--- config.mk ---
export PLATFORM = sky130hd
export DESIGN_NAME = fetch_stage
export DESIGN_NICKNAME = d
export VERILOG_FILES = /design/src/rtl/fetch_stage.sv
export SDC_FILE = /design/constraint.sdc
export NUM_CORES = 1
export LEC_CHECK = 0
export ABC_AREA = 1
export BUFFER_PORTS_ARGS = -buffer_cell sky130_fd_sc_hd__buf_2
export CORE_ASPECT_RATIO = 0.7
export CORE_MARGIN = 2
export CORE_UTILIZATION = 45
export DETAILED_ROUTE_END_ITERATION = 10
export PLACE_DENSITY = 0.73
export SETUP_SLACK_MARGIN = 0.15
export SYNTH_ARGS = -nofsm -noshare
export SYNTH_HDL_FRONTEND = slang
export SYNTH_SLANG_ARGS = --single-unit
--- constraint.sdc ---
create_clock -name clk -period 1.6 [get_ports clk]
set_input_delay 0.24 -clock clk [delete_from_list [all_inputs] [get_ports clk]]
set_output_delay 0.24 -clock clk [all_outputs]
set_load 0.02 [all_outputs]
--- src/rtl/fetch_stage.sv ---
// Instruction fetch stage: PC sequencing, stall hold buffer and branch redirect.
// Optional memory-wait counter enabled by defining FETCH_STALL_COUNT_EN.
module fetch_stage (
    input  logic        clk,
    input  logic        reset,
    input  logic        stall,
    input  logic        branch_taken,
    input  logic [15:0] branch_target,
    input  logic        imem_resp,
    input  logic [15:0] imem_rdata,
    output logic        imem_read,
    output logic [15:0] imem_address,
    output logic [15:0] IR_out,
    output logic [15:0] PC_out,
    output logic        load_latch,
    output logic        inject_NOP,
    output logic [15:0] fetch_stall_count
);
    localparam logic [1:0] S_REQ     = 2'd0;
    localparam logic [1:0] S_HOLD    = 2'd1;
    localparam logic [1:0] S_DISCARD = 2'd2;

    logic [1:0]  state;
    logic [15:0] pc, hold_buf, redir;
    logic [15:0] pc_plus2, tgt;

    assign pc_plus2 = pc + 16'd2;
    assign tgt      = branch_target & 16'hFFFE;

    always_comb begin
        imem_address = pc;
        imem_read    = (state != S_HOLD);
        load_latch   = !stall;
        PC_out       = pc_plus2;
        IR_out       = (state == S_HOLD) ? hold_buf : imem_rdata;
        inject_NOP   = 1'b1;
        if (state == S_REQ && imem_resp && !branch_taken)
            inject_NOP = 1'b0;
        if (state == S_HOLD && !branch_taken)
            inject_NOP = 1'b0;
    end

    always_ff @(posedge clk) begin
        if (reset) begin
            state    <= S_REQ;
            pc       <= 16'h0000;
            hold_buf <= 16'h0000;
            redir    <= 16'h0000;
        end else begin
            case (state)
                S_REQ: begin
                    if (branch_taken) begin
                        // Without a response the request is still in flight, so the
                        // address must stay put until the stale data is swallowed.
                        if (imem_resp) begin
                            pc <= tgt;
                        end else begin
                            redir <= tgt;
                            state <= S_DISCARD;
                        end
                    end else if (imem_resp) begin
                        if (stall) begin
                            hold_buf <= imem_rdata;
                            state    <= S_HOLD;
                        end else begin
                            pc <= pc_plus2;
                        end
                    end
                end
                S_HOLD: begin
                    if (branch_taken) begin
                        pc    <= tgt;
                        state <= S_REQ;
                    end else if (!stall) begin
                        pc    <= pc_plus2;
                        state <= S_REQ;
                    end
                end
                S_DISCARD: begin
                    if (branch_taken)
                        redir <= tgt;
                    if (imem_resp) begin
                        pc    <= branch_taken ? tgt : redir;
                        state <= S_REQ;
                    end
                end
                default: state <= S_REQ;
            endcase
        end
    end

`ifdef FETCH_STALL_COUNT_EN
    logic [15:0] stall_cnt;

    always_ff @(posedge clk) begin
        if (reset)
            stall_cnt <= 16'h0000;
        else if (imem_read && !imem_resp && stall_cnt != 16'hFFFF)
            stall_cnt <= stall_cnt + 16'd1;
    end

    assign fetch_stall_count = stall_cnt;
`else
    assign fetch_stall_count = 16'h0000;
`endif

endmodule
==> flow_summary.toml <==
[synthesis]
synth_area_sq_um = 3077
yosysTopAreaCellShare = 0.3253
synthFlopType = "dfxtp_1"
synthDistinctLibCells = 35
yosysTopAreaCell = "dfxtp_1"
synthArstFlopShare = 0
synth-warning-count = 0
yosysSeqAreaShare = 0.3253
syn-instance-count = 471
synth_area_leaders = "dfxtp_1 (33%), nand2_1 (17%), a21oi_1 (10%)"
ys_ff_latch = 50
syn_avg_cell_area_sq_um = 6.532
synth-edff-count = 0

[global_route]
grt_pass1_vias = 3079
antenna_found_initial = 1
grt-ovfl-total = 0
grt_max_degree = 44
grt_pass1_wl_mm = 14.59
track_usage = 0.2468

[place]
io_buffers = 86
dp.cells = 645
place_ws_ns = 0.03598
place_congestion = 0.8178
hpwl_mm = 5.830

[worst_setup_path]
worstPathCellList = "ha_4 > nand3_4 > inv_4 > nand3b_1 > inv_1 > nand2_1 > and2_4 > buf_6"
worstPathMaxFanout = 3
end_kind = "output port"
critPathBufInv = 3
worst_setup_path_start_kind = "flop"
crit_family = "simple AND/OR/NAND/NOR gates"
crit_path_max_incr_delay_ns = 0.38
crit_slowest_cell = "dfxtp_4"
crit_type = "flop to output port"
critical_path_arrival_ns = 1.61
crit_required_ns = 1.36

[timing]
min_period_over_period = 1.156
fin_ws_ns = -0.2495
rsz0062_at_grt = "yes"
fmax_ghz = 0.5407
maxSlewViolCount = 0
fin_worst_skew_ns = 0.01014
setup_viol = 31
min_period_ns = 1.849
tns_ns = -3.015
finalHoldViolCount = 0

[clock_network]
cts_max_level = 2
cts_buffer_depth = 2
numClockSinks = 50
clock_latency_ns = 0.30
cts_tree = "done"
clk_pin_slew_ns = 0.10
cts_made_buffers = 5
ctsHoldBuffers = 0
cts_root_buf = "clkbuf_8"

[route]
drc = 0
dr.pass1.iters = 4
ant_nets = 0
detail_route.wl_per_cell_microns = 14.62
dr.first_iter.drc_count = 155
drt-total-wl_mm = 10.13
vias_per_cell = 5.108
num_vias = 3540

[floorplan]
die_h_microns = 73.18
initial_utilization = 0.4596
num_rows = 25
fp.dieW_microns = 102.8
dieArea_sq_um = 7525
io_pins = 104
coreArea_sq_um = 6694

[min_path]
hp-class = "input pin to flop"

[flow_run]
max_cap_violations = 0

[pwr]
switching_share = 0.3202
switchingPower_w = 0.001191
p_int_w = 0.002529
comb_power_share = 0.319
ir_drop_uv = 522.8
power.density_nw_per_um2 = 770.9
sequentialPowerShare = 0.385
p_clk_frac = 0.296
p_leak_nw = 2.210

[layout]
num_antenna_cells = 0
fillers = 521
multi_input_area_sq_um = 2178
stdcell_count = 693
postLayoutCoreUtil = 0.7209
drive_gt1_frac = 0.4674
regArea_sq_um = 1033
syn_to_final_growth_pct = 56.85
nets = 636

[outcome]
status = "finished with violations"
violations = "setup timing"
cells in the final DEF (no fill, tap or decap), types with 6 or more instances in the layout:
cell type,n
o21ai_0,23
nand3_2,6
buf_6,47
buf_4,33
dfxtp_4,7
nand2_2,47
clkbuf_8,6
buf_2,55
dfxtp_1,38
inv_1,14
a21oi_2,6
nor2_4,10
conb_1,16
o21ai_1,25
nand2_4,18
nand2_1,80
a21oi_1,58
nor2_1,50
flip-flops by register name, summed over array words and instances, names as in the netlist:
register	count
state	2
imem_address	16
hold_buf	16
redir	16
Yosys cell counts, types with 5 or more instances:
master / number
a21oi_1: 64
and2_1: 5
buf_2: 7
buf_4: 20
buf_6: 5
clkbuf_1: 7
dfxtp_1: 50
inv_1: 16
inv_2: 7
nand2_1: 139
nand2_2: 5
nand3_1: 10
nor2_1: 53
nor2_4: 6
o21ai_0: 23
o21ai_1: 25
layer usage:
metal / wire length, microns / track usage
met1: 4539 / 0.3381
met2: 4876 / 0.4031
met4: 93 / 0.04532
met3: 606 / 0.05843
met5: 13 / 0
power groups by stage:
stage          registers, W  clock network, W  logic [W]
3_5_place_dp        0.00145                 0   0.000840
6_report            0.00143           0.00110    0.00119
2_1_floorplan       0.00148                 0   0.000562
4_1_cts             0.00142           0.00110    0.00103
3_3_place_gp        0.00144                 0   0.000825
5_1_grt             0.00144           0.00115    0.00128
worst paths after layout:
kind | startpoint | end | slack (ns) | cells past startpoint
min reg2reg | redir[0]$_SDFFE_PP0P_ | redir[0]$_SDFFE_PP0P_ | 0.47 | 2
max | imem_address[1]$_SDFFE_PP0P_ | PC_out[11] | -0.25 | 8
min | reset | state[0]$_SDFFE_PP0P_ | 0.20 | 2
max reg2reg | imem_address[1]$_SDFFE_PP0P_ | imem_address[13]$_SDFFE_PP0P_ | -0.18 | 14
cell families (layout without fill, tap and decap cells):
group,Yosys count,in the layout,synth area share
AOI/OAI and AO/OA,117,117,0.1972
DFF,50,50,0.3253
other,1,16,0.001219
and+or+nand+nor,233,233,0.3290
xor gates and xnor gates,6,6,0.02684
buffers and inverters,63,176,0.1163
adders and majority gates,1,1,0.004066
cell type report:
| class | instances | area share |
|---|---|---|
| multi-input cells | 373 | 0.4514 |
| repair buffers | 143 | 0.2502 |
| flip-flops and latches | 50 | 0.2142 |
| well taps | 94 | 0.02437 |
| inverters | 23 | 0.02385 |
| clock buffers | 6 | 0.01711 |
| clock inverters | 2 | 0.01244 |
| repair inverters | 2 | 0.006482 |
timing repair:
action / 4_1_cts / 5_1_grt
setup endpoints to repair: 44 / 48
gates resized for setup: 142 / 73
gates cloned: 2 / 3
buffers inserted: 20 / 15
pin swaps: 32 / 25
metrics by stage:
step	instance area (sq um)	power [W]	hold slack (ns)
6_report	4826	0.003720	0.1991
5_1_grt	4826	0.003869	0.2084
4_1_cts	4404	0.003553	0.1923
3_5_place_dp	3628	0.002287	0.4595
3_3_place_gp	3628	0.002268	0.4500
2_1_floorplan	3186	0.002044	0.2994
Power figures use the tool's default switching activity.
